[config.mk]
export PLATFORM = sky130hd
export DESIGN_NAME = aes256_rk_sched_ctrl
export DESIGN_NICKNAME = d
export VERILOG_FILES = /design/src/rtl/aes256_rk_sched_ctrl.sv
export SDC_FILE = /design/constraint.sdc
export NUM_CORES = 2
export LEC_CHECK = 0
export ABC_CLOCK_PERIOD_IN_PS = 6020
export BUFFER_PORTS_ARGS = -buffer_cell sky130_fd_sc_hd__buf_2
export CORE_UTILIZATION = 60
export CTS_CLUSTER_SIZE = 20
export DETAILED_ROUTE_END_ITERATION = 8
export HOLD_SLACK_MARGIN = 0.1
export PLACE_DENSITY = 0.8
export SYNTH_ARGS = -nofsm -noshare
export SYNTH_HDL_FRONTEND = slang
export SYNTH_SLANG_ARGS = --single-unit
export TNS_END_PERCENT = 5
[constraint.sdc]
create_clock -name clk -period 6.02 [get_ports clk]
set_clock_uncertainty 0.1 [all_clocks]
set_input_delay 0.602 -clock clk [delete_from_list [all_inputs] [get_ports clk]]
set_output_delay 0.602 -clock clk [all_outputs]
set_load 0.02 [all_outputs]
[src/rtl/aes256_rk_sched_ctrl.sv]
// Purpose : AES-256 key-expansion controller and 15-entry round-key store.
// Latency : key accept -> keys_ready after 15 cycles with a back-to-back engine; round-key reads return 1 cycle after rk_req.
// Backpr. : key_ready is low while an expansion is in flight; reads are never stalled and may issue every cycle.
//
// Ports:
//   clk, reset_n                   clock, async active-low reset
//   key_valid/key_ready/key_in     256-bit cipher key handshake
//   exp_start/exp_key              start pulse and held key to the expansion engine
//   exp_subkey/exp_valid           subkey stream from the engine (rounds 2..NR)
//   rk_req/rk_idx                  round-key read request
//   rk_valid/rk_data/rk_err        read response (data forced to 0 on error)
//   keys_ready                     all NR+1 round keys are valid
//   exp_err                        one-cycle pulse when the engine stalls mid-stream
module aes256_rk_sched_ctrl #(
  parameter int NR      = 14,
  parameter int EXP_GEN = 13
) (
  input  logic         clk,
  input  logic         reset_n,
  input  logic         key_valid,
  output logic         key_ready,
  input  logic [255:0] key_in,
  output logic         exp_start,
  output logic [255:0] exp_key,
  input  logic [127:0] exp_subkey,
  input  logic         exp_valid,
  input  logic         rk_req,
  input  logic [3:0]   rk_idx,
  output logic         rk_valid,
  output logic [127:0] rk_data,
  output logic         rk_err,
  output logic         keys_ready,
  output logic         exp_err
);

  typedef enum logic [1:0] {
    S_IDLE,
    S_START,
    S_COLLECT,
    S_READY
  } state_t;

  localparam logic [3:0] LAST_IDX  = 4'(NR);
  // Rounds 0 and 1 come straight from the key; the engine fills the rest.
  localparam logic [3:0] FIRST_GEN = 4'(NR - EXP_GEN + 1);

  state_t       state;
  logic [3:0]   count;
  logic         lat_slot;  // first COLLECT cycle: engine may still be idle
  logic [127:0] store [0:NR];

  logic accept;
  logic capture;

  assign accept  = key_valid & key_ready;
  assign capture = (state == S_COLLECT) & exp_valid;

  // Round-key storage carries no reset; keys_ready gates every read.
  always_ff @(posedge clk) begin
    if (accept) begin
      store[0] <= key_in[255:128];
      store[1] <= key_in[127:0];
    end
    if (capture) begin
      store[count] <= exp_subkey;
    end
  end

  always_ff @(posedge clk or negedge reset_n) begin
    if (!reset_n) begin
      state      <= S_IDLE;
      count      <= 4'd0;
      lat_slot   <= 1'b0;
      key_ready  <= 1'b1;
      exp_start  <= 1'b0;
      exp_key    <= '0;
      keys_ready <= 1'b0;
      exp_err    <= 1'b0;
      rk_valid   <= 1'b0;
      rk_err     <= 1'b0;
      rk_data    <= '0;
    end else begin
      exp_start <= 1'b0;
      exp_err   <= 1'b0;

      // Reads see the keys_ready/store values from before any same-cycle
      // key accept, so an in-flight read completes with the old key.
      rk_valid <= rk_req;
      if (rk_req) begin
        if (keys_ready && (rk_idx <= LAST_IDX)) begin
          rk_data <= store[rk_idx];
          rk_err  <= 1'b0;
        end else begin
          rk_data <= '0;
          rk_err  <= 1'b1;
        end
      end else begin
        rk_err <= 1'b0;
      end

      case (state)
        S_IDLE, S_READY: begin
          if (accept) begin
            exp_key    <= key_in;
            keys_ready <= 1'b0;
            key_ready  <= 1'b0;
            exp_start  <= 1'b1;
            state      <= S_START;
          end
        end

        S_START: begin
          count    <= FIRST_GEN;
          lat_slot <= 1'b1;
          state    <= S_COLLECT;
        end

        S_COLLECT: begin
          lat_slot <= 1'b0;
          if (exp_valid) begin
            count <= count + 4'd1;
            if (count == LAST_IDX) begin
              keys_ready <= 1'b1;
              key_ready  <= 1'b1;
              state      <= S_READY;
            end
          end else if (!lat_slot) begin
            // Engine broke the consecutive-subkey stream: abandon the key.
            exp_err   <= 1'b1;
            key_ready <= 1'b1;
            state     <= S_IDLE;
          end
        end

        default: begin
          key_ready <= 1'b1;
          state     <= S_IDLE;
        end
      endcase
    end
  end

endmodule

# Word level (Yosys, flattened, before mapping)
# Memory sizes are Yosys's and may differ from the RTL's.
# Cells that the tools add are included.
[word_totals]
register_bits = 397
ram_bits = 1920
in_bits = 393
output_inout_bits = 390
wordCells = 61
n_memories = 1
[classes]
add_sub_neg = 1
magnitude_cmp = 1
eq_ne = 9
mux = 26
bitwise_logic = 2
reduce_logical = 10
[memory_table]
columns = ["name", "depth", "width", "rd", "rd_ports_with_merged_regs", "write_ports", "line_no", "text"]
rows = [
  ["store", 15, 128, 1, 0, 3, "50", "logic [127:0] store [0:NR];"],
]
[ops]
columns = ["op", "n"]
rows = [
  ["$mux W128", 1],
  ["$mux W1", 15],
  ["$mux W2", 4],
  ["$pmux W4 S2", 1],
  ["$reduce_and A4 Y1", 2],
  ["$pmux W1 S2", 3],
  ["$pmux W2 S3", 1],
  ["$add A4 B1 Y4 const B", 1],
  ["$eq A2 B2 Y1 const B", 2],
  ["$eq A4 B4 Y1 const B", 1],
  ["$le A4 B4 Y1 const B", 1],
  ["$mux W4", 1],
  ["$ne A2 B2 Y1 const B", 2],
  ["$reduce_and A2 Y1", 2],
  ["$reduce_bool A2 Y1", 2],
  ["$ne A3 B2 Y1 const B", 1],
  ["$ne A3 B3 Y1 const B", 1],
  ["$reduce_and A3 Y1", 1],
  ["$and A1 B1 Y1", 2],
  ["$eq A2 B1 Y1 const B", 1],
  ["$logic_not A2 Y1", 1],
  ["$ne A2 B1 Y1 const B", 1],
  ["$reduce_or A2 Y1", 1],
  ["$logic_and A1 B1 Y1", 1],
]

# Depth between registers and ports, before layout
[logic_depth]
depth_word = 4
mapped_depth = 8

# Least setup slack after synthesis
# OpenSTA, ideal clock, no wires.
[synth_timing]
path_kind = "register to register"
start = "reg state[0]"
end = "mem store[0][0], enable pin"
arrival_ns = 4.054
t_required_ns = 5.428
setup_slack_ns = 1.374
stages_incl_launch_ff = 9
path_buffers = 2
synth_period_minus_slack_ns = 4.646
path_cell_list = "dfrtp_1 -> inv_1 -> ha_1 -> nand2_2 -> nor3_4 -> nand2_2 -> buf_4 -> buf_6 -> nand2_1"
[synth_rtl]
columns = ["element", "line_no", "text"]
rows = [
  ["start, declared", "47", "state_t state;"],
  ["start signal, assigned", "71", "state <= S_IDLE;"],
  ["start signal, assigned", "108", "state <= S_START;"],
  ["start signal, assigned", "115", "state <= S_COLLECT;"],
  ["end, declared", "50", ""],
]

# Worst setup path after layout
[layout_timing]
start = "reg state[0]"
end = "reg exp_key[120]"
[layout_via]
elab_chain_cells = 3
[layout_lines]
columns = ["element", "line_no", "text"]
rows = [
  ["$eq A2 B2 Y1 or $logic_not A2 Y1 (tied branches)", "101", "case (state)"],
  ["$reduce_or A2 Y1 (*)", "101", ""],
  ["$reduce_and A2 Y1 (no source line) (*)", "-", ""],
  ["end signal, assigned", "104", "exp_key <= key_in;"],
  ["end, declared", "24", "output logic [255:0] exp_key,"],
]
# Every way passes the cells marked *; elsewhere a longest branch is shown, timed or not.
# A chain may end at the register's enable or synchronous reset.

==> reports/metrics.yaml <==
outcome:
  outcome: "finished clean"
clocking:
  cts_root_buffer: "clkbuf_16"
  postCtsSetupBuffers: 0
  ctsHoldBuffers: 389
  cts_tree: "built"
  cts_sinks: 2445
  worstSkewPairLatency_ns: 0.88
  ctsLongestPathBuffers: 3
  postCtsResizedCells: 0
  numCtsBuffers: 227
  htreeDepth: 4
  clk_pin_slew_worst_paths_ns: 0.07
floorplanning:
  initial_utilization_pct: 60.7
  die_x_microns: 400
  rows: 145
  fp.coreArea_sq_um: 157000
  ios: 783
  die_h_microns: 400
  die_area_sq_um: 160000
layout:
  drive_above_1_share_pct: 25.7
  fin_util_pct: 72.1
  area_growth_pct: 18.7
  n_fill_cell: 8708
  fin_nets: 6837
sta:
  fmaxAchievable_mhz: 259
  final_hold_viol_count: 0
  rsz0062_at_grt: "false"
  setup_viol: 0
  slew_viol_final: 0
  setup_tns_ns: 0
  period_needed_ns: 3.86
  worst_slew_pin_slew_ns: 1.14
  maxSlewHeadroom_pct: 24.0
  timing.final.crit_share_pct: 64.2
pwr:
  pwr-share-comb_pct: 4.5
  p_int_uw: 27700
  power.density_nw_per_um2: 310
  p_sw_uw: 7340
  switching_share_pct: 20.9
  p_seq_share_pct: 52.3
  clockPowerShare_pct: 43.2
  ir_worst_vdd_mv: 0.309
  leakagePower_uw: 0.0434
synthesis:
  seq_area_frac_synth_pct: 75.0
  post-synth-top-area-cell: "edfxtp_1"
  syn_nets: 5673
  syn-cell-area_sq_um: 95300
  synth_top_area_share_pct: 64.6
  ys_top_cells_by_area: "edfxtp_1 65%, dfrtp_1 10%, mux2i_1 6.7%"
  netlist_top_cells_count: "2048 x edfxtp_1, 778 x nand2_1, 640 x mux2i_1"
  yosys_register_bits: 2445
  yosys_warnings: 0
  synth_cell_types: 38
  synth.most_common_cell: "edfxtp_1"
  synth_cells: 5273
  async_flop_share_pct: 16.2
  synth_edf_count: 2048
  synth_ff_type: "edfxtp_1"
  synth_area_per_cell_sq_um: 18.1
worst_setup_path:
  worstPathMaxFanout: 128
  crit_buf_inv: 3
  max_stage_delay_ns: 0.88
  crit_top_cell: "nand2_1"
  worstPathArrival_ns: 4.52
  critPathSlowestCell: "inv_8"
  cp-start-kind: "flip-flop"
  cp.required_ns: 6.68
  worstPathCellList: "inv_1 > ha_1 > nand3_4 > inv_8 > buf_4 > nand2_1 > nand2_1"
  crit_family: "buffers and inverters"
  crit_type: "flip-flop to flip-flop"
  endpoint_kind: "flip-flop"
placed_design:
  gp_congestion: 0.818
  port_buffers: 782
  hpwl_microns: 134000
grt:
  grt_pass1_vias: 58900
  grt_usage_pct: 31.9
  grt_max_degree: 140
  grt_pass1_wl_microns: 377000
  grt-ovfl-total: 0
  antenna_found_initial: 17
routing:
  drt_iter0_markers: 6721
  first_pass_iters: 7
  routed_via_density: 6.47
  drc: 0
  wire_per_inst_microns: 29.5
  vias: 56300
  finalWirelength_microns: 257000
  ant_nets: 0
min_path:
  hold_path_class: "input port to asynchronous set/reset pin"
job:
  cap_viol_max_count: 0
## metrics by stage
step                cell area [sq um]  power (uW)  instances  hold WS (ns)  setup WS (ns)
floorplan                       95300       19400       5273         0.206           1.37
global placement               101000       20000       7877         0.345           2.40
detailed placement             101000       20000       7877         0.339           2.25
CTS                            113000       35100       8699         0.120           2.23
global route                   113000       35900       8705         0.170           1.99
finish                         113000       35100       8707         0.143           2.16
## sequential cells by signal, indices dropped and copies added, names as in the netlist
signal	cells
rk_data	128
state	2
exp_err	1
exp_key	256
keys_ready	1
store	2048
key_ready	1
lat_slot	1
exp_start	1
rk_err	1
rk_valid	1
count	4
## worst register-to-register path, cell delays in order (launching register included)
cell and delay, ns:
dfrtp_1 0.35, inv_1 0.08, ha_1 0.41, nand3_4 0.67, inv_8 0.93, buf_4 0.79, nand2_1 0.26, nand2_1 0.15
## power by group through the flow
| stage | Sequential, uW | Clock, uW | Combinational [uW] |
|---|---|---|---|
| floorplan | 18700 | 0 | 705 |
| global placement | 18700 | 0 | 1310 |
| detailed placement | 18700 | 0 | 1340 |
| CTS | 18300 | 15200 | 1560 |
| global route | 18300 | 15900 | 1670 |
| finish | 18300 | 15100 | 1590 |
## path summary, 6_finish.rpt
| path | to | slack, ns | start | cells past startpoint |
|---|---|---|---|---|
| min reg2reg | exp_err | 0.36 | lat_slot | 1 |
| max in group asynchronous | exp_key[153] | 4.48 | reset_n | 3 |
| min in group clk | rk_data[19] | 0.29 | rk_idx[1] | 3 |
| max | exp_key[120] | 2.16 | state[0] | 7 |
| max reg2reg | exp_key[120] | 2.16 | state[0] | 7 |
| min | exp_key[48] | 0.14 | reset_n | 2 |
## area by class of cell
class | instances | area, sq um | share of cell area (%)
Antenna cell | 8 | 20.0 | 0.0177
Clock buffer | 308 | 6400 | 5.66
Clock inverter | 125 | 1580 | 1.40
Inverter | 6 | 32.5 | 0.0288
Multi-Input combinational cell | 2508 | 22200 | 19.7
Sequential cell | 2445 | 71400 | 63.1
Tap cell | 2058 | 2570 | 2.28
Timing Repair Buffer | 1249 | 8850 | 7.82
## layer usage
layer / vias to the layer above / share of wire [%] / global-route usage (%) / wire (microns)
met5: - / 0.019 / 0 / 48
met3: 756 / 9.8 / 6.26 / 25200
met4: 8 / 5.1 / 16.0 / 13100
met1: 28800 / 36 / 40.8 / 91300
li1: 23000 / - / - / -
met2: 3835 / 50 / 52.7 / 127000
## placed cells by master (no fill, tap or decap), drive strengths merged, types with 2 or more instances in the layout
cell type / count
a22o: 2
a22oi: 257
ha: 7
nand3: 5
inv: 15
and2: 15
clkinvlp: 10
diode: 8
nor3b: 3
o21ai: 133
a32oi: 128
nor2b: 3
nor2: 6
nand2: 781
bufinv: 28
mux4: 256
a21oi: 3
dlygate4sd3: 389
buf: 860
nand4: 2
mux2i: 640
edfxtp: 2048
nand2b: 2
dfrtp: 396
clkinv: 78
clkbuf: 308
mux2: 256
## logic make-up after synthesis
logic type                 after synthesis  synth area share (%)
buffers and inverters                  320                  1.80
AOI/OAI and AO/OA                      527                  3.97
muxes                                 1152                  15.8
xor gates and xnor gates                 1               0.00920
DFF                                   2445                  75.0
and+or+nand+nor                        821                  3.34
adders and majority gates                7                0.0919
Note: power is estimated with default switching activity, not from simulation.
